### src/rtl/dmem_ws.sv
// dmem_ws: data memory for the M stage of the pipelined RISC-V core.
// Handles byte/half/word loads and stores with sign/zero extension,
// configurable wait states through a stall handshake, and misalignment
// detection. Two memory-mapped registers sit beside the RAM: a GPIO
// output register and a free-running cycle counter.
module dmem_ws #(
  parameter int          DEPTH_WORDS = 64,
  parameter int          WAIT_STATES = 2,
  parameter logic [31:0] GPIO_ADDR   = 32'h0000_1000,
  parameter logic [31:0] CYCLE_ADDR  = 32'h0000_1004
) (
  input  logic        clk,
  input  logic        reset,
  input  logic        MemReadM,
  input  logic        MemWriteM,
  input  logic [31:0] ALUResultM,
  input  logic [31:0] WriteDataM,
  input  logic [2:0]  Funct3M,
  output logic [31:0] ReadDataM,
  output logic        StallM,
  output logic        MisalignM,
  output logic        ErrFlag,
  output logic [31:0] GpioOut
);

  localparam int AW = $clog2(DEPTH_WORDS);
  // Counter load value on entering BUSY; unused when there are no wait states.
  localparam logic [3:0] WS_INIT = 4'((WAIT_STATES > 0) ? (WAIT_STATES - 1) : 0);

  typedef enum logic [0:0] {
    IDLE = 1'b0,
    BUSY = 1'b1
  } state_t;

  // Byte and unsigned-byte accesses can never be misaligned. Halves need
  // addr[0] = 0. Words, and any unassigned size code, need addr[1:0] = 0.
  function automatic logic is_misaligned(input logic [2:0] f3, input logic [1:0] off);
    logic m;
    case (f3)
      3'b000, 3'b100: m = 1'b0;
      3'b001, 3'b101: m = off[0];
      default:        m = (off != 2'b00);
    endcase
    return m;
  endfunction

  // Merge right-aligned store data into the old word on the addressed lanes.
  function automatic logic [31:0] store_merge(input logic [31:0] old_w, input logic [31:0] wd,
                                              input logic [2:0] f3, input logic [1:0] off);
    logic [31:0] r;
    r = old_w;
    case (f3[1:0])
      2'b00: r[{off, 3'b000} +: 8] = wd[7:0];
      2'b01: begin
        if (off[1]) begin
          r[31:16] = wd[15:0];
        end else begin
          r[15:0] = wd[15:0];
        end
      end
      default: r = wd;
    endcase
    return r;
  endfunction

  // Pick the addressed lane out of a word and extend it to 32 bits.
  function automatic logic [31:0] load_extract(input logic [31:0] w, input logic [2:0] f3,
                                               input logic [1:0] off);
    logic [7:0]  b;
    logic [15:0] h;
    logic [31:0] r;
    b = w[{off, 3'b000} +: 8];
    h = off[1] ? w[31:16] : w[15:0];
    case (f3)
      3'b000:  r = {{24{b[7]}}, b};
      3'b100:  r = {24'd0, b};
      3'b001:  r = {{16{h[15]}}, h};
      3'b101:  r = {16'd0, h};
      default: r = w;
    endcase
    return r;
  endfunction

  logic [31:0] mem [DEPTH_WORDS];

  state_t      state_q, state_d;
  logic [3:0]  cnt_q, cnt_d;
  logic [31:0] cycle_q, cycle_d;
  logic [31:0] gpio_q, gpio_d;
  logic        err_q, err_d;

  logic          req;
  logic          misalign;
  logic          stall;
  logic          done;
  logic          sel_gpio;
  logic          sel_cyc;
  logic [AW-1:0] ram_idx;
  logic [31:0]   cur_word;
  logic [31:0]   store_word;
  logic          do_store;
  logic          ram_we;

  // Request qualification and address decode (GPIO beats counter beats RAM).
  always_comb begin
    req      = MemReadM | MemWriteM;
    misalign = req & is_misaligned(Funct3M, ALUResultM[1:0]);
    sel_gpio = (ALUResultM[31:2] == GPIO_ADDR[31:2]);
    sel_cyc  = ~sel_gpio & (ALUResultM[31:2] == CYCLE_ADDR[31:2]);
    ram_idx  = ALUResultM[AW+1:2];
    if (sel_gpio) begin
      cur_word = gpio_q;
    end else if (sel_cyc) begin
      cur_word = cycle_q;
    end else begin
      cur_word = mem[ram_idx];
    end
  end

  // Wait-state FSM: decides stall versus completion for the current request.
  always_comb begin
    state_d = state_q;
    cnt_d   = cnt_q;
    stall   = 1'b0;
    done    = 1'b0;
    case (state_q)
      IDLE: begin
        if (req && !misalign) begin
          if (WAIT_STATES == 0) begin
            done = 1'b1;
          end else begin
            stall   = 1'b1;
            cnt_d   = WS_INIT;
            state_d = BUSY;
          end
        end else begin
          state_d = IDLE;
        end
      end
      BUSY: begin
        if (cnt_q != 4'd0) begin
          stall = 1'b1;
          cnt_d = cnt_q - 4'd1;
        end else begin
          done    = 1'b1;
          state_d = IDLE;
        end
      end
      default: begin
        state_d = IDLE;
        cnt_d   = 4'd0;
      end
    endcase
  end

  // Datapath: store merge, register updates and the gated combinational outputs.
  always_comb begin
    store_word = store_merge(cur_word, WriteDataM, Funct3M, ALUResultM[1:0]);
    // A store held across a reset edge must never land.
    do_store   = done & MemWriteM & ~reset;
    ram_we     = do_store & ~sel_gpio & ~sel_cyc;
    if (do_store && sel_gpio) begin
      gpio_d = store_word;
    end else begin
      gpio_d = gpio_q;
    end
    err_d   = err_q | misalign;
    cycle_d = cycle_q + 32'd1;
    if (done && MemReadM && !MemWriteM && !reset) begin
      ReadDataM = load_extract(cur_word, Funct3M, ALUResultM[1:0]);
    end else begin
      ReadDataM = 32'd0;
    end
    StallM    = stall & ~reset;
    MisalignM = misalign & ~reset;
  end

  // Control and memory-mapped register state, asynchronously reset.
  always_ff @(posedge clk or posedge reset) begin
    if (reset) begin
      state_q <= IDLE;
      cnt_q   <= 4'd0;
      cycle_q <= 32'd0;
      gpio_q  <= 32'd0;
      err_q   <= 1'b0;
    end else begin
      state_q <= state_d;
      cnt_q   <= cnt_d;
      cycle_q <= cycle_d;
      gpio_q  <= gpio_d;
      err_q   <= err_d;
    end
  end

  // RAM array write port; contents are deliberately not reset.
  always_ff @(posedge clk) begin
    if (ram_we) begin
      mem[ram_idx] <= store_word;
    end
  end

  assign GpioOut = gpio_q;
  assign ErrFlag = err_q;

endmodule

### config.mk
export PLATFORM = sky130hd
export DESIGN_NAME = dmem_ws
export DESIGN_NICKNAME = d
export VERILOG_FILES = /design/src/rtl/dmem_ws.sv
export SDC_FILE = /design/constraint.sdc
export NUM_CORES = 2
export LEC_CHECK = 0
export BUFFER_PORTS_ARGS = -buffer_cell sky130_fd_sc_hd__buf_2
export CAP_MARGIN = 30
export CORE_MARGIN = 4
export CORE_UTILIZATION = 23
export CTS_CLUSTER_SIZE = 10
export DETAILED_ROUTE_END_ITERATION = 7
export PLACE_DENSITY = 0.42
export SLEW_MARGIN = 20
export SYNTH_ARGS = -nofsm -noshare
export SYNTH_HDL_FRONTEND = slang
export SYNTH_SLANG_ARGS = --single-unit
### constraint.sdc
create_clock -name clk -period 6 [get_ports clk]
set_clock_uncertainty 0.05 [all_clocks]
set_input_delay 1.2 -clock clk [delete_from_list [all_inputs] [get_ports clk]]
set_output_delay 1.2 -clock clk [all_outputs]
set_load 0.05 [all_outputs]
==> flow_summary.json <==
{
  "status": "finished with violations",
  "violations": "design-rule violations, negative setup slack",
  "whs_path_depth": 1,
  "pin_count": 138,
  "multiInputGateArea_mm2": 0.0196,
  "globalRouteOverflowTotal": 0,
  "p_int_uw": 25100,
  "fillers": 35580,
  "path_max_fanout": 8,
  "leakage_uw": 0.0350,
  "r2r_cells": 10,
  "pwr-share-comb_pct": 10.4,
  "final.setup.tns_ns": -0.734,
  "drt.antenna.violating_nets": 0,
  "hpwl_um": 239000,
  "final_cell_mix": "2048 x edfxtp_1, 657 x buf_4, 247 x clkbuf_16",
  "tightestPinTransition_ns": 1.12,
  "max_freq_mhz": 165,
  "final_common_cell": "edfxtp_1",
  "synth_edf_count": 2048,
  "layout.nets": 5671,
  "synth_top_area_share_pct": 73.8,
  "wirelength_um": 362000,
  "cp-start-kind": "input port",
  "syn_area_per_cell_um2": 17.8,
  "regArea_mm2": 0.0633,
  "synth_nets": 4748,
  "clkLatencyLatePin_ns": 0.90,
  "fp.dieH_um": 610,
  "ys_types": 81,
  "path_class": "in -> out",
  "pwr_density_cell_mw_per_mm2": 315,
  "min_period_over_period_pct": 101,
  "pwr-share-seq_pct": 49.7,
  "peakVddDrop_v": 0.000274,
  "setup_violations": 16,
  "min_period_ns": 6.06,
  "clock_sinks": 2118,
  "antenna_found_initial": 35,
  "syn_area_mm2": 0.0833,
  "die_area_mm2": 0.372,
  "async_reset_ff_share_pct": 3.31,
  "core_mm2": 0.360,
  "switching_power_uw": 8210,
  "ys_ff_latch": 2118,
  "numCtsBuffers": 240,
  "timing.rr.end": "mem[15][9]",
  "grt_pass1_vias": 50928,
  "yosysSeqAreaShare_pct": 75.9,
  "post-route-drc-count": 1,
  "pwr-share-clk_pct": 39.8,
  "h-tree-depth": 4,
  "max_slew_margin_pct": 25.3,
  "dpl_cell_area_mm2": 0.0979,
  "fp-row-count": 220,
  "timing.rr.start": "cnt_q[0]",
  "finalMaxSlewViolations": 0,
  "synth.area.top_cells": "edfxtp_1 74%, mux4_2 3.4%, mux2_2 2.6%",
  "startpoint": "ALUResultM[2]",
  "wl_per_cell_um": 34.5,
  "drt-initial-drc-count": 6768,
  "finalHoldViolations": 0,
  "rsz0062_at_grt": "yes",
  "globalplace.congestion": 0.950,
  "finalInstanceArea_mm2": 0.106,
  "cts_root_buffer": "clkbuf_16",
  "p_sw_share_pct": 24.7,
  "final.setup.worst_slack_ns": -0.0645,
  "drive_above_1_share_pct": 31.6,
  "min_from": "cycle_q[31]",
  "yosys_warnings": 0,
  "avgViaCountPerCell": 5.07,
  "port_buffers": 137,
  "area_growth_pct": 26.9,
  "required_ns": 4.75,
  "start_util_pct": 23.1,
  "rrSetupSlack_ns": 1.31,
  "min_path_type": "reg -> reg",
  "grt_max_degree": 66,
  "synthCells": 4670,
  "cts_tree": "done",
  "grt_first_pass_wirelength_um": 479000,
  "drv_cap": 0,
  "clockBufferDepth": 3,
  "firstDrtPassIters": 8,
  "clk_pin_slew_ns": 0.06,
  "die_x_um": 610,
  "crit_path_end_kind": "primary output",
  "synth_largest_area_cell": "edfxtp_1",
  "worst-endpoint-arrival_ns": 4.81,
  "holdPathEnd": "cycle_q[31]",
  "dr_total_vias": 53174,
  "grt_use_total_pct": 18.8,
  "ys.flop_type": "edfxtp_1"
}
[power groups by stage]
stage / Combinational (uW) / Clock [uW] / Sequential (uW)
4_1_cts: 3390 / 13500 / 16600
6_report: 3470 / 13300 / 16600
3_3_place_gp: 3300 / 0 / 16900
3_5_place_dp: 3320 / 0 / 16900
5_1_grt: 3530 / 14100 / 16500
2_1_floorplan: 1200 / 0 / 16900
[worst max path at each step]
stage / to / slack [ns]
after global placement: ReadDataM[3] / -0.73
after global routing: ReadDataM[9] / -0.03
after floorplan: mem[0][15] / 0.20
after CTS: ReadDataM[3] / 0.0002
final: ReadDataM[25] / -0.06
after detailed placement: ReadDataM[1] / -0.65
[final cells by class]
cell class | count | area share, %
timing repair buffer | 993 | 9.51
tap | 4773 | 5.65
sequential | 2118 | 59.8
clock inverter | 35 | 0.433
antenna | 14 | 0.0331
clock buffer | 306 | 6.00
multi-input combinational | 2221 | 18.5
inverter | 19 | 0.0805
[metal layers]
| metal | part of all wire (%) | GRT usage (%) | wire, um |
|---|---|---|---|
| met1 | 43 | 26.3 | 156000 |
| met2 | 44 | 28.8 | 161000 |
| met3 | 8.1 | 3.53 | 29300 |
| met4 | 4.4 | 6.89 | 16000 |
| met5 | 0.0036 | 0 | 13 |
[worst max-delay path, stage by stage]
cell and delay [ns]:
buf_16 0.16, buf_16 0.16, buf_16 0.16, mux4_2 0.50, o211ai_1 0.23, buf_4 0.21, o211ai_1 0.29, nor3_2 0.38
buf_4 0.19, o221ai_2 0.11, and2_4 0.17, o2111a_2 0.40, clkbuf_16 0.22, o21bai_1 0.19, buf_12 0.20
[Yosys cell counts, drive strengths merged, types with 15 or more instances]
master / number
a221oi: 212
o22a: 32
o2bb2ai: 15
a22oi: 168
clkbuf: 78
nand2: 180
a221o: 74
xnor2: 20
mux2: 195
dfrtp: 70
nand3: 38
buf: 234
edfxtp: 2048
nand4: 17
inv: 16
o21bai: 16
mux4: 127
o221ai: 29
mux2i: 213
o21ai: 134
o22ai: 86
a22o: 44
a21oi: 116
nor2: 211
a222oi: 30
a31oi: 33
[kinds of logic after synthesis]
group	Yosys count	synth area share, %
XOR/XNOR	31	0.326
buffers and inverters	331	2.17
adder cells (fa/ha/maj)	7	0.105
multiplexers	535	8.63
flip-flops	2118	75.9
AO/OA/AOI/OAI	1076	9.69
AND/OR/NAND/NOR	572	3.16
[registers in the layout (all words and copies together), names as in the netlist]
register,count
mem,2048
GpioOut,32
cycle_q,32
cnt_q,4
ErrFlag,1
state_q,1
[per-stage QoR]
| stage | utilization (%) | power, uW | setup WS [ns] | hold slack, ns | instances |
|---|---|---|---|---|---|
| final | 29.4 | 33300 | -0.0645 | 0.431 | 10479 |
| after global routing | 29.4 | 34200 | -0.0263 | 0.435 | 10469 |
| after CTS | 29.3 | 33400 | 0.000221 | 0.412 | 10451 |
| after detailed placement | 27.2 | 20200 | -0.649 | 0.417 | 10093 |
| after global placement | 27.2 | 20200 | -0.732 | 0.396 | 10086 |
| after floorplan | - | 18100 | 0.200 | 0.391 | 4670 |
[what timing repair did]
item                       4_1_cts  5_1_grt
gates resized for setup         67       44
pin swaps                        6       13
cloned                           4        4
setup endpoints to repair       32       29
hold buffers                     0        0
setup buffers                   13       10
Note: power is estimated with default switching activity, not from simulation.
